$ cat config.mk
export PLATFORM = sky130hd
export DESIGN_NAME = control_ingreso_teclado
export DESIGN_NICKNAME = d
export VERILOG_FILES = /design/src/rtl/control_ingreso_teclado.sv
export SDC_FILE = /design/constraint.sdc
export NUM_CORES = 1
export LEC_CHECK = 0
export CAP_MARGIN = 20
export CORE_UTILIZATION = 50
export CTS_CLUSTER_DIAMETER = 60
export DETAILED_ROUTE_END_ITERATION = 12
export PLACE_DENSITY_LB_ADDON = 0.1
export SYNTH_ARGS = -nofsm -noshare
export SYNTH_HDL_FRONTEND = slang
export SYNTH_SLANG_ARGS = --single-unit
$ cat constraint.sdc
create_clock -name clk -period 1.9 [get_ports clk]
set_input_delay 0.285 -clock clk [delete_from_list [all_inputs] [get_ports clk]]
set_output_delay 0.285 -clock clk [all_outputs]
set_load 0.1 [all_outputs]
$ cat src/rtl/control_ingreso_teclado.sv
// Calculator-style BCD entry controller fed by the keypad driver's key stream.
// Builds an N-digit number with backspace, clear, enter and idle timeout, then offers it via valid/ack.
module control_ingreso_teclado #(
  parameter int N_DIGITOS      = 4,
  parameter int TIMEOUT_CICLOS = 50_000_000
) (
  input  logic                   clk,
  input  logic                   rst,
  input  logic [4:0]             digito,
  input  logic                   cambio_digito,
  input  logic                   listo,
  output logic [4*N_DIGITOS-1:0] dato_bcd,
  output logic [2:0]             cant_digitos,
  output logic                   dato_valido,
  output logic                   error,
  output logic                   ocupado
);

  localparam int              ANCHO = 4 * N_DIGITOS;
  localparam int              CW    = $clog2(TIMEOUT_CICLOS);
  localparam logic [CW-1:0]   T_MAX = CW'(TIMEOUT_CICLOS - 1);
  localparam logic [2:0]      N_MAX = 3'(N_DIGITOS);

  localparam logic [4:0] K_BORRAR  = 5'd10;
  localparam logic [4:0] K_ENTER   = 5'd11;
  localparam logic [4:0] K_LIMPIAR = 5'd12;

  typedef enum logic [1:0] {
    VACIO,
    CARGANDO,
    ENTREGA
  } estado_t;

  estado_t          r_estado;
  logic [ANCHO-1:0] r_dato;
  logic [2:0]       r_cant;
  logic             r_valido;
  logic             r_error;
  logic             r_ocupado;
  logic             r_cambio_prev;
  logic [CW-1:0]    r_cont;

  logic       w_evento;
  logic       w_es_digito;
  logic [3:0] w_nibble;
  logic       w_expira;

  // A held strobe counts once: only its rising edge is a key event.
  assign w_evento    = cambio_digito & ~r_cambio_prev;
  assign w_es_digito = (digito < 5'd10);
  assign w_nibble    = digito[3:0];
  assign w_expira    = (r_cont == T_MAX);

  // NOTE: all state lives in one clocked block with non-blocking assignments, so every
  // right-hand side sees the pre-edge value and later assignments in the block override earlier ones.
  always_ff @(posedge clk) begin
    if (rst) begin
      r_estado      <= VACIO;
      r_dato        <= '0;
      r_cant        <= '0;
      r_valido      <= 1'b0;
      r_error       <= 1'b0;
      r_ocupado     <= 1'b0;
      r_cambio_prev <= 1'b0;
      r_cont        <= '0;
    end else begin
      r_cambio_prev <= cambio_digito;
      r_error       <= 1'b0;

      case (r_estado)
        VACIO: begin
          r_cont <= '0;
          if (w_evento && w_es_digito) begin
            r_dato    <= ANCHO'(w_nibble);
            r_cant    <= 3'd1;
            r_ocupado <= 1'b1;
            r_estado  <= CARGANDO;
          end else if (w_evento && digito == K_ENTER) begin
            r_error <= 1'b1;
          end
        end

        CARGANDO: begin
          if (w_evento && w_es_digito && r_cant < N_MAX) begin
            r_dato <= (r_dato << 4) | ANCHO'(w_nibble);
            r_cant <= r_cant + 3'd1;
            r_cont <= '0;
          end else if (w_evento && w_es_digito) begin
            // Rejected digit is not activity, but on expiry the keystroke still wins.
            r_error <= 1'b1;
            r_cont  <= w_expira ? '0 : r_cont + CW'(1);
          end else if (w_evento && digito == K_BORRAR) begin
            r_dato <= r_dato >> 4;
            r_cant <= r_cant - 3'd1;
            r_cont <= '0;
            if (r_cant == 3'd1) begin
              r_estado  <= VACIO;
              r_ocupado <= 1'b0;
            end
          end else if (w_evento && digito == K_LIMPIAR) begin
            r_dato    <= '0;
            r_cant    <= '0;
            r_cont    <= '0;
            r_ocupado <= 1'b0;
            r_estado  <= VACIO;
          end else if (w_evento && digito == K_ENTER) begin
            r_valido <= 1'b1;
            r_cont   <= '0;
            r_estado <= ENTREGA;
          end else if (w_expira) begin
            r_dato    <= '0;
            r_cant    <= '0;
            r_cont    <= '0;
            r_ocupado <= 1'b0;
            r_estado  <= VACIO;
          end else begin
            r_cont <= r_cont + CW'(1);
          end
        end

        ENTREGA: begin
          r_cont <= '0;
          if (listo) begin
            r_dato    <= '0;
            r_cant    <= '0;
            r_valido  <= 1'b0;
            r_ocupado <= 1'b0;
            r_estado  <= VACIO;
          end
        end

        default: begin
          r_dato    <= '0;
          r_cant    <= '0;
          r_valido  <= 1'b0;
          r_ocupado <= 1'b0;
          r_cont    <= '0;
          r_estado  <= VACIO;
        end
      endcase
    end
  end

  assign dato_bcd     = r_dato;
  assign cant_digitos = r_cant;
  assign dato_valido  = r_valido;
  assign error        = r_error;
  assign ocupado      = r_ocupado;

endmodule

; Word-level counts from Yosys, hierarchy flattened
; Index checks and enable logic that the tools add are counted.
[word_totals]
in_bits = 9
output_inout_bits = 22
register_bits = 51
wordCells = 104
[op_classes]
n_eq_ne = 21
bitwise_logic = 5
addsub = 3
mux = 54
n_reduce_logical = 11
magnitude_cmp = 2
[ops]
columns = operator, n
row1 = 26-bit two-way mux, 5
row2 = 16-bit two-way mux, 8
row3 = 16-bit case mux with 3 select lines, 1
row4 = 26-bit by 1-bit adder with 26-bit output (second input constant), 1
row5 = 26-bit == test (second input constant), 1
row6 = 3-bit two-way mux, 8
row7 = 1-bit two-way mux, 18
row8 = 2-bit two-way mux, 9
row9 = 16-bit by 4-bit OR with 16-bit output, 1
row10 = 5-bit by 4-bit == test with 1-bit output (second input constant), 3
row11 = 5-bit != test (second input constant), 3
row12 = 2-bit != test (second input constant), 7
row13 = 7-bit AND reduction, 2
row14 = 3-bit case mux with 3 select lines, 1
row15 = 4-bit != test (second input constant), 2
row16 = 3-bit != test (second input constant), 2
row17 = 1-bit case mux with 3 select lines, 2
row18 = 2-bit case mux with 3 select lines, 1
row19 = 6-bit AND reduction, 1
row20 = 1-bit logical AND, 5
row21 = 5-bit by 4-bit < comparator with 1-bit output (second input constant), 1
row22 = 5-bit AND reduction, 1
row23 = 3-bit by 1-bit adder with 3-bit output (second input constant), 1
row24 = 3-bit by 1-bit == test with 1-bit output (second input constant), 1
row25 = 9 further kinds, 11

; Logic depth before layout (Yosys ltp)
; Gate-level depths: netlist of run 1.
[depth]
ltp_word = 9
mapped_depth = 8

; Worst setup path before layout of run 1
; OpenSTA, ideal clock, no wires.
[synth_path]
path_kind = register to register
from = register r_cant[2] (netlist: cant_digitos[2])
to = register r_cant[0] (netlist: cant_digitos[0])
arrival_time_ns = 2.160
setup_slack_ns = -0.333
synth_period_minus_slack_ns = 2.233
required_time_ns = 1.827
path_stages_with_launch = 8
setup_ns = 0.073
cell_sequence = dfxtp_1 > clkbuf_1 > nand4_1 > a21oi_1 > a211o_1 > buf_6 > buf_12 > mux2i_1
[synth_via]
elab_chain_cells = 4
elab_cells_between_ends = 8
cone_classes = 1 x order compare / 3 x eq/ne / 2 x mux / 2 x reduce/logical
[synth_rtl]
columns = element, line
row1 = "start, declared", 36  ; logic [2:0] r_cant;
row2 = "start signal, assigned", 86  ; r_cant <= r_cant + 3'd1;
row3 = "start signal, assigned", 94  ; r_cant <= r_cant - 3'd1;
row4 = 3-bit < comparator *, 84  ; if (w_evento && w_es_digito && r_cant < N_MAX) begin
row5 = 1-bit logical AND *, 84
row6 = "5-bit != test (no source line), or another cell as far along", -
row7 = 5-bit AND reduction (no source line) / 3-bit case mux with 3 select lines (equally long branches), -
; Mark *: on every way between the ends. The rest lies on a longest branch, timed or not.
; A chain may end at the register's enable or synchronous reset.

; Final worst setup path of run 1
[layout_path]
from = input digito[4]
to = register r_dato[2] (netlist: dato_bcd[2])
[layout_via]
elab_chain_cells = 7
elab_cells_between_ends = 19
cone_classes = 1 x order compare / 7 x eq/ne / 5 x mux / 6 x reduce/logical
[layout_rtl]
columns = element, line
row1 = "start, declared", 9  ; input logic [4:0] digito,
row2 = branches (longest 7 deep; another with 5-bit by 4-bit < comparator with 1-bit output), -
row3 = "end signal, assigned", 74  ; r_dato <= ANCHO'(w_nibble);
row4 = "end signal, assigned", 85  ; r_dato <= (r_dato << 4) | ANCHO'(w_nibble);
row5 = "end signal, assigned", 93  ; r_dato <= r_dato >> 4;
row6 = "end, declared", 35  ; logic [ANCHO-1:0] r_dato;
; Several ways; the timed one is not identified. The select of a mux whose other input is x is not followed.

==> results of run 1 <==
## final timing paths
path	cells past startpoint	to	slack, ns
worst max register to register	8	dato_bcd[2]	-0.06
worst min register to register	2	dato_valido	0.47
worst min-delay path	2	r_cambio_prev	0.26
worst max-delay path	8	dato_bcd[2]	-0.08
## layout make-up
class,instances,area [um^2],share of cell area
Timing Repair Buffer,84,754,0.214
Clock inverter,1,8.76,0.00249
Multi-Input combinational cell,210,1520,0.432
Sequential cell,51,1030,0.293
Clock buffer,7,86.3,0.0245
Tap cell,67,83.8,0.0238
Inverter,10,37.5,0.0107
## power groups by stage
stage / Combinational (W) / Clock, W / Sequential (W)
floorplan: 0.000111 / 0 / 0.00120
global placement: 0.000273 / 0 / 0.00112
detailed placement: 0.000273 / 0 / 0.00112
CTS: 0.000281 / 0.000677 / 0.00110
global route: 0.000351 / 0.000714 / 0.00110
finish: 0.000332 / 0.000661 / 0.00110
## registers in the layout (all words and copies together), names as in the netlist
name	count
r_cont	26
r_cambio_prev	1
ocupado	1
r_estado	2
cant_digitos	3
dato_valido	1
error	1
dato_bcd	16
## cells by family (layout without fill, tap and decap cells)
family	after synthesis	count (layout)	synth area share
and+or+nand+nor	125	125	0.274
buffers and inverters	26	102	0.0517
DFF	51	51	0.398
xor gates and xnor gates	24	24	0.0819
muxes	7	7	0.0278
adders and majority gates	5	5	0.0244
AOI/OAI and AO/OA	49	49	0.143
## worst register-to-register path: stages, from the launching register on
cell and delay, ns:
dfxtp_2 0.37, ha_4 0.15, nand3_4 0.07, nor4_4 0.33
nand3_2 0.14, a211o_4 0.40, clkbuf_16 0.18, buf_6 0.11
mux2i_1 0.10
## repair_timing
item / CTS / global route
gates resized for setup: 4 / 20
setup buffers: 1 / 4
setup endpoints to repair: 18 / 20
pin swaps: 2 / 22
gates cloned: 0 / 4
## per-layer routing
| layer | part of all wire | vias up | track usage |
|---|---|---|---|
| met5 | 0 | - | 0 |
| met4 | 0.014 | 0 | 0.0726 |
| met3 | 0.041 | 11 | 0.0453 |
| met2 | 0.45 | 52 | 0.334 |
| met1 | 0.50 | 1114 | 0.314 |
| li1 | - | 1173 | - |
## layout by cell type, fill, tap and decap left out, types with 2 or more instances in the layout
cell type         n
a22oi_1           7
nor3_1            4
nand3_2           3
a32o_1            5
nand2_1          16
xor2_1           17
dfxtp_1          45
clkbuf_8          6
nor4_4            2
buf_6             3
buf_12            3
and3_1            5
a31o_4            4
inv_1            10
a22o_1            3
dfxtp_2           5
ha_1              4
mux2i_1           6
clkbuf_16         3
a21oi_1           8
nor2b_1           7
a31o_1            4
nor2_1           40
nand2b_1          2
xnor2_1           7
clkdlybuf4s50_1   7
a211oi_1          2
a21o_1            2
nand4_1          12
buf_4            67
o21ai_0           5
nand3_1          13
nor3b_1           4
nor4_1            3
## metrics by stage
stage	utilization	total power, W	hold WS (ns)	TNS (ns)
global placement	0.661	0.00139	0.448	-10.67
finish	0.731	0.00209	0.258	-0.744
detailed placement	0.661	0.00139	0.462	-11.26
CTS	0.685	0.00205	0.475	-0.600
global route	0.731	0.00216	0.284	-1.53
floorplan	-	0.00131	0.413	0
==> flow_summary.toml, run 1 <==
[layout]
syn_to_final_growth_pct = 37.2
stdcell_count = 430
diodes = 0
drive_gt1_frac = 0.311
layout.nets = 376
final.fill_count = 380
final_area_mm2 = 0.00352

[setup_path]
worstSetupPathType = "in2reg"
crit_path_start = "digito[4]"
cp_data_required_time_ns = 2.10
cp.arrival_ns = 2.18
critPathBufInv = 3
startpoint_type = "input pin"
cp-end-kind = "flop"
max_stage_delay_ns = 0.44
r2r_start = "r_cont[1]"
path_delay_family = "buffers and inverters"
crit_fanout = 5
crit_chain = "clkdlybuf4s50_1, and4bb_4, a31oi_2, nor2b_1, a211o_4, clkbuf_16, buf_6, mux2i_1"
cpMaxStageDelayCell = "clkdlybuf4s50_1"

[routing]
drt_wl_total_um = 6320
drcViolationCount = 0
routedWlPerCell_um = 14.7
vias_per_cell = 5.47
ant_nets = 0
vias = 2350
dr.pass1.iters = 5
drt-initial-drc-count = 159

[job]
max_cap_viol_count = 0

[sta]
fmax_mhz = 504
tightestPinTransition_ns = 0.751
final-max-slew-violation-count = 0
grt_setup_unrepaired = "true"
fin_skew_ns = 0.00568
finalCritPeriodShare = 1.04
period_needed_ns = 1.98
worst_slack_ns = -0.0832
relSlewSlack = 0.499
setup_viol = 15
hold_viol = 0

[global_route]
grt-ovfl-total = 0
antenna_found_initial = 0
grt_usage = 0.221
grt_start_max_net_pins = 27
grt_pass1_wl_um = 9360
grt_pass1_vias = 2032

[clocking]
cts_buffers = 5
clock_latency_ns = 0.31
holdBufCountCts = 0
cts_tree = "done"
cts_buffer_depth = 2
clockRootBuffer = "clkbuf_8"
cts_sinks = 51
path_clk_slew_ns = 0.09
cts.htree.levels = 2

[pwr]
pwr-share-clk = 0.316
pwr-share-seq = 0.525
leakage_nw = 1.43
pwr-share-comb = 0.159
switching_share = 0.274
ir_drop_uv = 491
p_int_w = 0.00152
switching_power_w = 0.000572
cellPowerDensity_mw_per_mm2 = 593

[placement]
dp.cells = 413
port_buffers = 30
gp_congestion = 0.847
hpwl_um = 4000
dpl-instance-area_mm2 = 0.00318
post-place-ws_ns = -0.413

[floorplan]
core_mm2 = 0.00482
start_util = 0.533
dieHeight_um = 73.7
num_rows = 25
die_w_um = 73.7
die_area_mm2 = 0.00543
ios = 31

[synthesis]
synthDominantCellAreaShare = 0.398
synth_area_leaders = "dfxtp_1 (40%), nor2_1 (5.8%), xor2_1 (5.8%), nand3_1 (2.9%), nand4_1 (2.9%)"
synth_commonest_cells = "dfxtp_1 (51), nor2_1 (40), xor2_1 (17)"
yosysWarnings = 0
ys_seq_elements = 51
synth_cell_types = 53
syn_inst = 287
synth_nets = 301
yosys.area.top_type = "dfxtp_1"
synth_edf_count = 0
seq_area_frac_synth = 0.398
avgSynthCellArea_um2 = 8.95
ys.flop_type = "dfxtp_1"
ys_async_sr_fraction = 0
synth.most_common_cell = "dfxtp_1"
synth_area_mm2 = 0.00257

[run_status]
status = "finished, violations left"
violations = "setup timing"

[worst_hold_path]
hold_path_class = "in2reg"
min_from = "cambio_digito"
Power figures use the tool's default switching activity.
==> run 2, diff against run 1 <==
Settings changed: CAP_MARGIN 20 to 30.
==> results of run 2 <==
Final layout, timing and power as in run 1 (identical DEF).
